==> config.mk <==
export PLATFORM = sky130hd
export DESIGN_NAME = prog_minterm_lut
export DESIGN_NICKNAME = d
export VERILOG_FILES = /design/src/rtl/prog_minterm_lut.sv
export SDC_FILE = /design/constraint.sdc
export NUM_CORES = 1
export LEC_CHECK = 0
export BUFFER_PORTS_ARGS = -buffer_cell sky130_fd_sc_hd__clkbuf_2
export CELL_PAD_IN_SITES_DETAIL_PLACEMENT = 0
export CELL_PAD_IN_SITES_GLOBAL_PLACEMENT = 1
export CORE_MARGIN = 3
export CORE_UTILIZATION = 25
export DETAILED_ROUTE_END_ITERATION = 10
export PLACE_DENSITY_LB_ADDON = 0.1
export SYNTH_ARGS = -nofsm -noshare
export SYNTH_HDL_FRONTEND = slang
export SYNTH_SLANG_ARGS = --single-unit
==> constraint.sdc <==
create_clock -name clk -period 4.9 [get_ports clk]
set_clock_uncertainty 0.05 [all_clocks]
set_input_delay 0.98 -clock clk [delete_from_list [all_inputs] [get_ports clk]]
set_output_delay 0.98 -clock clk [all_outputs]
set_load 0.01 [all_outputs]
==> src/rtl/prog_minterm_lut.sv <==
// Programmable N-input boolean function: y = mask[x] (optionally inverted), mask reloaded serially.
// Latency: evaluation is 1 cycle (en at edge N -> y/y_valid after edge N); a load commits one cycle after its last bit.
// Backpressure: none; load and evaluation run concurrently, a load stalls only on ld_valid=0 and never times out.
//
// Ports:
//   clk, rst            rising-edge clock, synchronous active-high reset
//   en, x, inv          evaluate strobe, minterm index (MSB first), complement select
//   y, y_valid          registered function value and its one-cycle-per-en valid flag
//   ld_start            begin or restart a mask load
//   ld_valid, ld_bit    serial mask bit stream, minterm 0 first
//   ld_busy, ld_done    load in progress, one-cycle pulse when the new mask is committed

module prog_minterm_lut #(
  parameter int                     N_IN       = 4,
  parameter logic [(1<<N_IN)-1:0]   RESET_MASK = 16'h28AC
) (
  input  logic            clk,
  input  logic            rst,
  input  logic            en,
  input  logic [N_IN-1:0] x,
  input  logic            inv,
  output logic            y,
  output logic            y_valid,
  input  logic            ld_start,
  input  logic            ld_valid,
  input  logic            ld_bit,
  output logic            ld_busy,
  output logic            ld_done
);

  localparam int DEPTH = 1 << N_IN;
  // One extra bit so the count can reach DEPTH itself (matters for N_IN=8).
  localparam int CW    = $clog2(DEPTH) + 1;

  typedef enum logic [1:0] {
    IDLE   = 2'd0,
    SHIFT  = 2'd1,
    COMMIT = 2'd2
  } ld_state_t;

  ld_state_t          state;
  logic [DEPTH-1:0]   active_mask;
  logic [DEPTH-1:0]   shadow;
  logic [CW-1:0]      cnt;

  // Evaluation path: reads active_mask before this edge, so an en in the
  // COMMIT cycle still sees the old table.
  always_ff @(posedge clk) begin
    if (rst) begin
      y       <= 1'b0;
      y_valid <= 1'b0;
    end else begin
      y_valid <= en;
      if (en) begin
        y <= active_mask[x] ^ inv;
      end
    end
  end

  // Load FSM. Bits accumulate in the shadow register; active_mask is only
  // replaced as a whole in COMMIT, so evaluation never sees a partial table.
  always_ff @(posedge clk) begin
    if (rst) begin
      state       <= IDLE;
      active_mask <= RESET_MASK;
      shadow      <= '0;
      cnt         <= '0;
      ld_busy     <= 1'b0;
      ld_done     <= 1'b0;
    end else begin
      case (state)
        IDLE: begin
          ld_done <= 1'b0;
          // ld_valid in the start cycle is deliberately dropped.
          if (ld_start) begin
            state   <= SHIFT;
            cnt     <= '0;
            ld_busy <= 1'b1;
          end else begin
            ld_busy <= 1'b0;
          end
        end

        SHIFT: begin
          ld_busy <= 1'b1;
          ld_done <= 1'b0;
          if (ld_start) begin
            // Restart wins over a same-cycle data bit.
            cnt <= '0;
          end else if (ld_valid) begin
            shadow[cnt[CW-2:0]] <= ld_bit;
            cnt                 <= cnt + CW'(1);
            if (cnt == CW'(DEPTH - 1)) begin
              state   <= COMMIT;
              ld_done <= 1'b1;
            end
          end
        end

        COMMIT: begin
          // ld_start / ld_valid are ignored for this single cycle.
          active_mask <= shadow;
          state       <= IDLE;
          ld_busy     <= 1'b0;
          ld_done     <= 1'b0;
        end

        default: begin
          state   <= IDLE;
          ld_busy <= 1'b0;
          ld_done <= 1'b0;
        end
      endcase
    end
  end

endmodule

-- After elaboration in Yosys (flattened, before gate mapping)
Cells that the tools add are included.
Widths: inputs -> output; s select.
- equal/unequal tests: 8
- $add $sub $neg: 1
- muxes and demuxes: 17
- reduce and logical (&&, ||, !) cells: 7
- bitwise operators: 4
- magnitude comparators: 3
- operator list (cell ; count):
    $bwmux 16 ; 1
    $mux 5 ; 3
    $lt 4x5->1 const B ; 2
    $pmux 5 s2 ; 1
    $mux 2 ; 4
    $ne 2x2->1 const B ; 4
    $reduce_and 3->1 ; 2
    $add 5x1->5 const B ; 1
    $eq 5x4->1 const B ; 1
    $bmux 1 s4 ; 1
    $demux 1 s4 ; 1
    $ge 4x1->1 const B ; 1
    $mux 1 ; 4
    $pmux 2 s2 ; 1
    $reduce_and 4->1 ; 1
    $reduce_or 4->1 ; 1
    $ne 3x3->1 const B ; 1
    $not 1->1 ; 3
    $eq 2x1->1 const B ; 1
    $eq 2x2->1 const B ; 1
    $logic_not 2->1 ; 1
    $pmux 1 s2 ; 1
    $reduce_bool 2->1 ; 1
    $logic_and 1x1->1 ; 1
    $xor 1x1->1 ; 1
- output and inout port bits: 4
- input bits: 11
- logic and storage cells: 48
- register bits: 43

-- Depth between registers and ports, before layout
- word-level depth: 5
- mapped depth: 6
- depth with buffers taken out: 6

-- Least setup slack after synthesis
Ideal clock, no wire load.
- path type: input-to-reg
- from: input port x[2]
- to: register y
- data arrival time: 2.292 ns
- stages on the path: 4
- buffers on the path: 0
- library setup time: 0.086 ns
- required time: 4.764 ns
- slack: 2.472 ns
- cell sequence: mux4_1 mux4_2 xnor2_1 a211oi_1
- cells in the longest elaborated chain, start to end: 3
- RTL lines (element ; line ; RTL):
    from (decl) ; 20 ; input logic [N_IN-1:0] x,
    $bmux 1 s4 ; 55 ; y <= active_mask[x] ^ inv;
    $mux 1 (implied by the code) ; 55 ;
    $xor 1x1->1 ; 55 ;
    to (signal assigned) ; 55 ;
    to (decl) ; 22 ; output logic y,
No other way between the ends. The select of a mux whose other input is x is not followed.
A chain may end at the register's enable or synchronous reset.

-- Worst setup path in the final report
- from: input port x[3]
- to: register y
The elaborated chain is that of the path after synthesis.

==> metrics.json <==
{
  "sta": {
    "rsz0062_at_grt": "false",
    "timing.setup.tns_ns": 0,
    "slew_headroom_pct": 28.1,
    "timing_max_transition_violations_final": 0,
    "finalWorstPathRequiredPeriod_ns": 2.36,
    "final.period_utilization_pct": 48.2,
    "fmax_mhz": 424,
    "worst_slack_ns": 2.54,
    "final-hold-violation-count": 0,
    "worst_slew_pin_slew_ns": 1.08,
    "setup_viol": 0
  },
  "clock_network": {
    "cts_tree": "yes",
    "htree_levels": 2,
    "cts.path.max_buffers": 2,
    "cts_inserted_buffers": 5,
    "cts.clk_slew.worst_paths_ns": 0.07,
    "clk-insertion-delay-late_ns": 0.29,
    "clock_tree.root_cell": "clkbuf_8",
    "number_of_buffers_inserted_by_post_cts_setup_repair": 0,
    "cts_hold_repair.buffers": 0,
    "cts_resized": 0,
    "clock-sinks": 43
  },
  "floorplanning": {
    "num_io_pins": 15,
    "die-width_um": 92.4,
    "floorplan.initialDensity_pct": 26.6,
    "floorplan.die_area_mm2": 0.00854,
    "fp.coreArea_mm2": 0.00702,
    "fp-row-count": 30,
    "die-height_um": 92.4
  },
  "route": {
    "met3_wirelength_um": 172,
    "drt_drc_violations_left": 0,
    "wl_met1_mm": 2.01,
    "viasPerCell": 4.65,
    "top_signal_layer_used": "met4",
    "route.met2.wl_mm": 1.95,
    "detail_route.wirelength_mm": 4.17,
    "routed-via-count": 1438,
    "avgRoutedWirePerCell_um": 13.5,
    "route.antenna.remaining_nets": 0,
    "drt_iter0_markers": 64,
    "first_pass_iters": 4
  },
  "placement": {
    "routabilityCongestion": 0.726,
    "place.detailed.hpwl_mm": 3.04,
    "pre_cts_ws_ns": 2.22,
    "io_buffer_count": 14
  },
  "final_layout": {
    "layout-area-overhead-vs-synth_pct": 12.6,
    "final_layout_size_suffix_gt1_share_pct": 10.8,
    "multi_input_comb_area_um2": 951,
    "layout.filler_cells": 769,
    "nets_final": 228,
    "antenna-diode-count": 0,
    "mostFrequentLayoutCells": "dfxtp_1, nand2_1, nor2_1, mux2i_1, clkbuf_2",
    "mostFrequentLayoutCell": "dfxtp_1",
    "register_area_um2": 861
  },
  "logic_synthesis": {
    "synth_top_family_by_area": "simple AND/OR/NAND/NOR gates",
    "post_synth.cell_area_avg_um2": 9.20,
    "ys_ff_latch": 43,
    "syn-num-nets": 219,
    "synthTopCellsByArea": "dfxtp_1, mux2i_1, nand2_1, mux4_1, nor2_1",
    "synth_adder_area_share_pct": 3.35,
    "netlist-cell-type-count": 30,
    "post_synth_instance_area_mm2": 0.00187,
    "synth_top_area_share_pct": 46.1,
    "yosys.area_share.xor_xnor_pct": 1.41,
    "synthesis.yosys.warnings": 0,
    "synth_compound_gate_area_share_pct": 5.09,
    "area_fraction_in_and_or_nand_and_nor_cells_after_synthesis_pct": 25.3,
    "synth_mux_area_share_pct": 15.4,
    "synth_largest_area_cell": "dfxtp_1",
    "netlist_instances": 203,
    "synth-seq-area-share_pct": 46.1
  },
  "worst_setup_path": {
    "max_incr_delay_on_cp_ns": 0.56,
    "critical_path.endpoint_type": "flip-flop",
    "crit_slowest_cell": "mux4_1",
    "worstPathRequired_ns": 5.04,
    "timing.critical_path.arrival_ns": 2.50,
    "worstPathCellList": "clkbuf_2, mux4_1, mux4_2, xnor2_1, a211oi_1",
    "worstSetupPathType": "primary input to flip-flop",
    "maximum_net_fanout_on_the_critical_path": 4,
    "setup.worst_path.start_class": "primary input"
  },
  "grt": {
    "grt_use_total_pct": 10.0,
    "grt_overflow_total": 0,
    "grt_antenna_before_repair": 0,
    "grt_first_pass_wirelength_mm": 6.71,
    "number_of_global_route_vias_before_repair": 1333,
    "pin_count_of_the_biggest_net_entering_global_routing": 41
  },
  "run": {
    "drv.max_cap_violation_count": 0
  },
  "power": {
    "overall_power_of_the_completed_layout_uw": 602,
    "power_density_mw_per_mm2": 286,
    "leakage_uw": 0.000874,
    "vdd_drop_max_v": 0.0000799
  },
  "status": {
    "run_status": "finished, final reports clean"
  },
  "min_path": {
    "min-delay-path-class": "flip-flop to flip-flop"
  }
}
-- sequential cells by signal (all words and copies together), names as in the netlist --
| signal | count |
|---|---|
| active_mask | 16 |
| shadow | 16 |
| cnt | 5 |
| state | 2 |
| ld_busy | 1 |
| ld_done | 1 |
| y | 1 |
| y_valid | 1 |
-- critical path: cells and delay by family --
kind                      cells  cell delay (ns)
muxes                         2             1.03
xor gates and xnor gates      1             0.13
AOI/OAI and AO/OA             1             0.22
buffers and inverters         1             0.14
-- final cells by class --
cell class | instances | area share (%)
inverters | 3 | 0.536
clock inverters | 1 | 0.238
clock buffers | 7 | 3.63
flip-flops and latches | 43 | 41.0
repair buffers | 15 | 3.69
multi-input cells | 144 | 45.2
well taps | 96 | 5.71
-- path summary, 6_finish.rpt --
path / depth (start not counted) / endpoint / startpoint / slack, ns
hold / removal: 2 / active_mask[12]$_SDFFE_PP0N_ / active_mask[12]$_SDFFE_PP0N_ / 0.41
setup reg to reg: 3 / active_mask[0]$_SDFFE_PP0N_ / state[1]$_SDFFE_PP0P_ / 3.05
setup / recovery: 5 / y$_SDFFE_PP0P_ / x[3] / 2.54
hold reg to reg: 2 / active_mask[12]$_SDFFE_PP0N_ / active_mask[12]$_SDFFE_PP0N_ / 0.41
-- synth_stat cells --
library cell	count
a211oi_1	1
a21boi_0	1
a21oi_1	12
a31oi_1	1
a41oi_1	1
and2_1	1
and3_1	1
and3b_1	1
buf_2	1
clkbuf_1	12
dfxtp_1	43
ha_1	5
inv_1	3
mux2i_1	16
mux4_1	4
mux4_2	1
nand2_1	35
nand2b_1	4
nand3_1	13
nand3b_1	7
nand4_1	4
nor2_1	22
nor2b_1	4
nor3_1	2
nor4b_1	2
nor4bb_1	1
o21ai_0	1
or4_1	1
xnor2_1	2
xor2_1	1
-- power by group --
part	switching [uW]	internal, uW
registers	2.19	352
clock network	115	100
logic	18.4	13.5
total	136	466
-- kinds of logic after synthesis --
logic type               Yosys count
multiplexers                      21
flip-flops                        43
AND/OR/NAND/NOR                   98
XOR/XNOR                           3
buffers and inverters             16
AO/OA/AOI/OAI                     17
adder cells (fa/ha/maj)            5
-- through the flow --
step / area [um2] / std cells / hold slack (ns) / utilization [%]
floorplan: 1870 / 203 / 0.382 / -
global placement: 2020 / 301 / 0.397 / 28.8
detailed placement: 2020 / 301 / 0.395 / 28.8
CTS: 2100 / 309 / 0.406 / 29.9
global route: 2100 / 309 / 0.438 / 29.9
finish: 2100 / 309 / 0.408 / 29.9
-- metal layers --
layer,track usage (%),vias up
met4,3.34,0
met1,13.3,688
met3,2.68,5
li1,-,715
met2,15.7,30
met5,0,-
No activity file was read; power rests on OpenSTA's default activity.
